### src/rtl/ppu_pkg.sv
// Shared constants and types for the PPU palette/VRAM access path.
package ppu_pkg;

   localparam logic [2:0]  REG_STATUS     = 3'd2;
   localparam logic [2:0]  REG_ADDR       = 3'd6;
   localparam logic [2:0]  REG_DATA       = 3'd7;

   localparam logic [5:0]  PAL_PAGE       = 6'h3F;
   localparam logic [13:0] NT_MIRROR_MASK = 14'h2FFF;

   typedef struct packed {
      logic [4:0] addr;
      logic [7:0] data;
      logic       rw;
   } pal_req_t;

   typedef enum logic [1:0] {
      PORT_IDLE,
      PORT_RENDER,
      PORT_FLUSH,
      PORT_CPU
   } pal_owner_t;

endpackage

### src/rtl/ppu_pal_arbiter.sv
// Palette port arbiter: render > pending flush > CPU, with a single-entry
// deferred-write register for CPU writes that lose arbitration.
module ppu_pal_arbiter
   import ppu_pkg::*;
#(
   parameter int PAL_AW = 5
) (
   input  logic              clk,
   input  logic              rst_n,
   input  logic              i_render,
   input  logic [PAL_AW-1:0] i_render_addr,
   input  logic              i_cpu_valid,
   input  logic              i_cpu_rw,
   input  logic [PAL_AW-1:0] i_cpu_addr,
   input  logic [7:0]        i_cpu_data,
   output logic              o_render_gnt,
   output logic              o_cpu_gnt,
   output logic [PAL_AW-1:0] o_pal_addr,
   output logic [7:0]        o_pal_wdata,
   output logic              o_pal_rw,
   output logic              o_pal_en,
   output logic              o_pend_busy
);

   pal_req_t   r_pend;
   logic       r_pend_vld;
   pal_req_t   w_cpu_req;
   pal_owner_t w_owner;
   logic       w_defer;

   assign w_cpu_req = '{addr: i_cpu_addr, data: i_cpu_data, rw: i_cpu_rw};

   always_comb begin
      w_owner = PORT_IDLE;
      if (i_render)         w_owner = PORT_RENDER;
      else if (r_pend_vld)  w_owner = PORT_FLUSH;
      else if (i_cpu_valid) w_owner = PORT_CPU;
   end

   // A CPU write that does not own the port replaces whatever is pending.
   assign w_defer = i_cpu_valid && i_cpu_rw && (w_owner != PORT_CPU);

   always_comb begin
      o_pal_en    = 1'b0;
      o_pal_rw    = 1'b0;
      o_pal_addr  = '0;
      o_pal_wdata = '0;
      case (w_owner)
         PORT_RENDER: begin
            o_pal_en   = 1'b1;
            o_pal_addr = i_render_addr;
         end
         PORT_FLUSH: begin
            o_pal_en    = 1'b1;
            o_pal_rw    = r_pend.rw;
            o_pal_addr  = r_pend.addr;
            o_pal_wdata = r_pend.data;
         end
         PORT_CPU: begin
            o_pal_en    = 1'b1;
            o_pal_rw    = i_cpu_rw;
            o_pal_addr  = i_cpu_addr;
            o_pal_wdata = i_cpu_rw ? i_cpu_data : '0;
         end
         default: ;
      endcase
   end

   always_ff @(posedge clk or negedge rst_n) begin
      if (!rst_n) begin
         r_pend     <= '0;
         r_pend_vld <= 1'b0;
      end else if (w_defer) begin
         r_pend     <= w_cpu_req;
         r_pend_vld <= 1'b1;
      end else if (w_owner == PORT_FLUSH) begin
         r_pend_vld <= 1'b0;
      end
   end

   assign o_render_gnt = (w_owner == PORT_RENDER);
   assign o_cpu_gnt    = (w_owner == PORT_CPU);
   assign o_pend_busy  = r_pend_vld;

endmodule

### src/rtl/ppu_palette_access_ctrl.sv
// CPU-side PPUADDR/PPUDATA/PPUSTATUS decode, VRAM address/toggle/read buffer,
// and the palette memory port shared with the pixel pipeline.
module ppu_palette_access_ctrl
   import ppu_pkg::*;
#(
   parameter int VRAM_AW = 14,
   parameter int PAL_AW  = 5
) (
   input  logic               clk,
   input  logic               rst_n,
   input  logic [2:0]         reg_sel,
   input  logic               reg_wr,
   input  logic               reg_rd,
   input  logic [7:0]         cpu_data_in,
   output logic [7:0]         cpu_data_out,
   input  logic               inc32,
   input  logic               render_active,
   input  logic               render_req,
   input  logic [PAL_AW-1:0]  render_pal_addr,
   output logic [5:0]         pixel_color,
   output logic               pixel_valid,
   output logic [PAL_AW-1:0]  pal_addr,
   output logic [7:0]         palette_data_in,
   output logic               palette_mem_rw,
   output logic               palette_mem_en,
   input  logic [7:0]         color_out,
   output logic [VRAM_AW-1:0] vram_addr,
   output logic               vram_wr,
   output logic               vram_rd,
   output logic [7:0]         vram_wdata,
   input  logic [7:0]         vram_rdata,
   output logic               pend_busy
);

   localparam logic [VRAM_AW-1:0] INC_1  = VRAM_AW'(1);
   localparam logic [VRAM_AW-1:0] INC_32 = VRAM_AW'(32);

   logic [VRAM_AW-1:0] r_v;
   logic [5:0]         r_t_hi;
   logic               r_w;
   logic [7:0]         r_rd_buf;
   logic               r_fill_pend;

   logic w_rd_ok, w_status_rd, w_addr_wr, w_data_wr, w_data_rd, w_data_acc;
   logic w_in_pal, w_render_gnt, w_cpu_gnt, w_unused;
   logic [VRAM_AW-1:0] w_v_inc;

   assign w_rd_ok     = reg_rd && !reg_wr;
   assign w_status_rd = w_rd_ok && (reg_sel == REG_STATUS);
   assign w_addr_wr   = reg_wr  && (reg_sel == REG_ADDR);
   assign w_data_wr   = reg_wr  && (reg_sel == REG_DATA);
   assign w_data_rd   = w_rd_ok && (reg_sel == REG_DATA);
   assign w_data_acc  = w_data_wr || w_data_rd;
   assign w_in_pal    = (r_v[13:8] == PAL_PAGE);
   assign w_v_inc     = r_v + (inc32 ? INC_32 : INC_1);
   assign w_unused    = &{1'b0, color_out[7:6]};

   ppu_pal_arbiter #(.PAL_AW(PAL_AW)) u_arb (
      .clk          (clk),
      .rst_n        (rst_n),
      .i_render     (render_active && render_req),
      .i_render_addr(render_pal_addr),
      .i_cpu_valid  (w_data_acc && w_in_pal),
      .i_cpu_rw     (w_data_wr),
      .i_cpu_addr   (r_v[4:0]),
      .i_cpu_data   (cpu_data_in),
      .o_render_gnt (w_render_gnt),
      .o_cpu_gnt    (w_cpu_gnt),
      .o_pal_addr   (pal_addr),
      .o_pal_wdata  (palette_data_in),
      .o_pal_rw     (palette_mem_rw),
      .o_pal_en     (palette_mem_en),
      .o_pend_busy  (pend_busy)
   );

   always_ff @(posedge clk or negedge rst_n) begin
      if (!rst_n) begin
         r_v          <= '0;
         r_t_hi       <= '0;
         r_w          <= 1'b0;
         r_rd_buf     <= '0;
         r_fill_pend  <= 1'b0;
         cpu_data_out <= '0;
         pixel_color  <= '0;
         pixel_valid  <= 1'b0;
         vram_addr    <= '0;
         vram_wr      <= 1'b0;
         vram_rd      <= 1'b0;
         vram_wdata   <= '0;
      end else begin
         vram_wr     <= 1'b0;
         vram_rd     <= 1'b0;
         pixel_valid <= w_render_gnt;
         // vram_rdata arrives the cycle after the vram_rd pulse.
         r_fill_pend <= vram_rd;
         if (r_fill_pend) r_rd_buf <= vram_rdata;
         if (w_render_gnt) pixel_color <= color_out[5:0];

         if (w_status_rd) r_w <= 1'b0;
         if (w_addr_wr) begin
            if (!r_w) begin
               r_t_hi <= cpu_data_in[5:0];
               r_w    <= 1'b1;
            end else begin
               r_v <= {r_t_hi, cpu_data_in};
               r_w <= 1'b0;
            end
         end

         if (w_data_acc) r_v <= w_v_inc;

         if (w_data_wr && !w_in_pal) begin
            vram_wr    <= 1'b1;
            vram_addr  <= r_v;
            vram_wdata <= cpu_data_in;
         end

         if (w_data_rd) begin
            vram_rd <= 1'b1;
            if (w_in_pal) begin
               vram_addr    <= r_v & NT_MIRROR_MASK;
               cpu_data_out <= w_cpu_gnt ? {2'b00, color_out[5:0]} : '0;
            end else begin
               vram_addr    <= r_v;
               cpu_data_out <= r_rd_buf;
            end
         end
      end
   end

endmodule
### config.mk
export PLATFORM = sky130hd
export DESIGN_NAME = ppu_palette_access_ctrl
export DESIGN_NICKNAME = d
export VERILOG_FILES = /design/src/rtl/ppu_pkg.sv /design/src/rtl/ppu_pal_arbiter.sv /design/src/rtl/ppu_palette_access_ctrl.sv
export SDC_FILE = /design/constraint.sdc
export NUM_CORES = 1
export LEC_CHECK = 0
export BUFFER_PORTS_ARGS = -buffer_cell sky130_fd_sc_hd__buf_2
export CORE_MARGIN = 5
export CORE_UTILIZATION = 53
export DETAILED_ROUTE_END_ITERATION = 10
export PLACE_DENSITY = 0.8
export SLEW_MARGIN = 20
export SYNTH_ARGS = -nofsm -noshare
export SYNTH_HDL_FRONTEND = slang
export SYNTH_SLANG_ARGS = --single-unit
### constraint.sdc
create_clock -name clk -period 2.17 [get_ports clk]
set_input_delay 0.434 -clock clk [delete_from_list [all_inputs] [get_ports clk]]
set_output_delay 0.434 -clock clk [all_outputs]
set_load 0.005 [all_outputs]
==> flow_summary_export.csv <==
group,metric,value,unit
status,status,"completed",
layout,fin_area,0.00474,sq mm
layout,fillers,517,
placement,post_dp_cell_area,0.00438,sq mm
layout,final_common_cell,"buf_2",
timing,tightest_slew,0.532,ns
pwr,peakVddDrop,0.473,mV
timing,hold_viol_final,0,
timing,skew,0.00925,ns
floorplanning,core,0.00683,sq mm
route,drt_iter0_drc,147,
setup_path,path_class,"flop to output port",
setup_path,arrival,1.73,ns
clocking,clockRootBuffer,"clkbuf_8",
timing,period_minus_slack,2.17,ns
global_routing,grt_antenna_before_repair,0,
route,ant_nets,0,
logic_synthesis,synth_ff_type,"dfrtp_1",
logic_synthesis,synth_warnings,0,
floorplanning,die_h,93.9,microns
layout,final_cell_mix,"90 x buf_2, 82 x dfrtp_1, 48 x mux2_2",
timing,setup_violations,0,
floorplanning,die_x,93.9,microns
floorplanning,rows,30,
logic_synthesis,synth_nets,357,
floorplanning,ios,94,
timing,finalMaxSlewViolations,0,
clocking,clk_latency,0.35,ns
route,firstDrtPassIters,4,
clocking,clock-sinks,84,
global_routing,grt_pass1_wl,14.8,mm
floorplanning,start_util,0.546,
pwr,p_total,4.26,mW
timing,relSlewSlack,0.645,
route,via_count,2951,
worst_hold_path,holdCritPathClass,"primary input to flop",
layout,stdcell_count,530,
floorplanning,dieArea,0.00882,sq mm
logic_synthesis,ys_types,45,
global_routing,grt_util_all_layers,0.218,
timing,max_freq,0.462,GHz
clocking,cts.path.max_buffers,2,
placement,place.gp.congestion,0.852,
logic_synthesis,ys_seq_area_frac,0.563,
run,max-cap-violations,0,
clocking,numCtsBuffers,9,
logic_synthesis,netlist_area,0.00373,sq mm
layout,nets,472,
global_routing,grt_remaining_overflow,0,
route,wl,9.09,mm
logic_synthesis,ys_ff_latch,84,
layout,utilization,0.693,
layout,final_layout_size_suffix_gt1_frac,0.454,
logic_synthesis,synth_edf_count,0,
placement,dp.cells,502,
logic_synthesis,syn_inst,315,
global_routing,grt_pass1_vias,2985,
placement,dpl.hpwl,6.53,mm
placement,portBuffers,91,
pwr,powerDensity,900,mW/mm^2
layout,area_growth,26.9,%
route,vias_per_cell,5.57,
global_routing,grt_max_degree,57,
timing,fin_crit_sh,0.998,
route,avgRoutedWirePerCell,17.2,microns
logic_synthesis,async_flop_share,1.00,
setup_path,required,1.74,ns
logic_synthesis,avgSynthCellArea,11.8,sq um
setup_path,critPathMaxFanout,5,
layout,diodes,0,
pwr,leakagePower,2.38,nW
clocking,tritoncts,"done",
setup_path,worst_setup_path_start_kind,"flop",
setup_path,end_kind,"output port",
clocking,ctsHtreeMaxLevel,3,
route,route.detailed.drc,0,
timing,rsz0062_at_grt,"yes",
clocking,clk_pin_slew_worst_paths,0.08,ns
[path summary, 6_finish.rpt]
check	end	cells after the start	startpoint	slack (ns)
max in group asynchronous	r_v[8]$_DFFE_PN0P_	3	rst_n	1.00
min in group asynchronous	cpu_data_out[2]$_DFFE_PN0P_	2	rst_n	0.55
min reg2reg	r_fill_pend$_DFF_PN0_	0	vram_rd$_DFF_PN0_	0.38
max	palette_data_in[1]	6	r_v[9]$_DFFE_PN0P_	0.005
min	pixel_color[2]$_DFFE_PN0N_	3	color_out[2]	0.30
max reg2reg	r_v[13]$_DFFE_PN0P_	5	r_v[5]$_DFFE_PN0P_	0.31
[critical path, cell delays in order, from the launching register on]
cell     delay (ns)
dfrtp_1        0.43
and4_4         0.27
nand3_4        0.09
nor3_4         0.19
buf_6          0.16
a22o_1         0.12
buf_2          0.11
[stage by stage]
| step | setup WS, ns | hold WS (ns) | setup TNS [ns] |
|---|---|---|---|
| after global placement | 0.206 | 0.364 | 0 |
| final | 0.00461 | 0.296 | 0 |
| after floorplan | 0.293 | 0.138 | 0 |
| after detailed placement | 0.171 | 0.363 | 0 |
| after CTS | 0.00188 | 0.279 | 0 |
| after global routing | -0.114 | 0.291 | -0.947 |
[per-layer routing]
metal | global-route usage | up-vias | part of all wire
met3 | 0.0529 | 19 | 0.079
met2 | 0.339 | 121 | 0.47
met4 | 0.0927 | 0 | 0.021
met5 | 0 | - | 0
met1 | 0.291 | 1430 | 0.43
li1 | - | 1381 | -
[power breakdown]
group          total [mW]  internal [mW]  switching [mW]
Combinational       0.864          0.481           0.383
Clock                1.23          0.703           0.531
Sequential           2.17           1.90           0.261
Total                4.26           3.09            1.17
[state kept, by name (all words and copies together), names as in the netlist, 6 cells and up]
| name | cells |
|---|---|
| vram_wdata | 8 |
| r_rd_buf | 8 |
| vram_addr | 14 |
| r_t_hi | 6 |
| u_arb.r_pend | 14 |
| pixel_color | 6 |
| r_v | 14 |
| cpu_data_out | 8 |
[Yosys cell counts, drive strengths merged (2+ instances only)]
| master | n | share of area |
|---|---|---|
| dfrtp | 84 | 0.56 |
| mux2 | 48 | 0.14 |
| nand2 | 42 | 0.042 |
| nor2 | 26 | 0.026 |
| a22o | 10 | 0.023 |
| a21oi | 8 | 0.011 |
| clkbuf | 8 | 0.0080 |
| a221oi | 7 | 0.016 |
| a22oi | 7 | 0.014 |
| buf | 7 | 0.012 |
| nor3 | 6 | 0.012 |
| a21o | 5 | 0.010 |
| a311oi | 5 | 0.012 |
| inv | 5 | 0.0050 |
| a211oi | 4 | 0.0080 |
| and2 | 4 | 0.0070 |
| nand3 | 4 | 0.0087 |
| nand4 | 4 | 0.0067 |
| ha | 3 | 0.010 |
| nor2b | 3 | 0.0050 |
| o21ai | 3 | 0.0040 |
| and4 | 2 | 0.0047 |
| nor4 | 2 | 0.0034 |
| o211ai | 2 | 0.0040 |
| o311ai | 2 | 0.0047 |
| o32ai | 2 | 0.0047 |
[logic make-up (layout without fill, tap and decap cells)]
logic type,count (synthesis),in the layout,synth area share
muxes,48,48,0.145
adders and majority gates,4,4,0.0127
buffers and inverters,20,139,0.0255
xor gates and xnor gates,1,1,0.00235
and+or+nand+nor,97,97,0.124
AOI/OAI and AO/OA,61,61,0.127
DFF,84,84,0.563
[final cells by class]
type | count | area (sq um) | area share
Clock buffer | 11 | 151 | 0.0320
Multi-Input combinational cell | 211 | 1570 | 0.331
Sequential cell | 84 | 2100 | 0.444
Clock inverter | 4 | 72.6 | 0.0153
Timing Repair Buffer | 119 | 703 | 0.148
Tap cell | 96 | 120 | 0.0254
Inverter | 5 | 18.8 | 0.00396
[what timing repair did]
item	CTS	global route
endpoints found under the hold margin	17	0
resized for setup	3	11
buffers inserted	10	1
pin swaps	2	6
hold buffers	1	0
endpoints found under the setup margin	15	14
gates cloned	0	1
No activity file was read; power rests on OpenSTA's default activity.
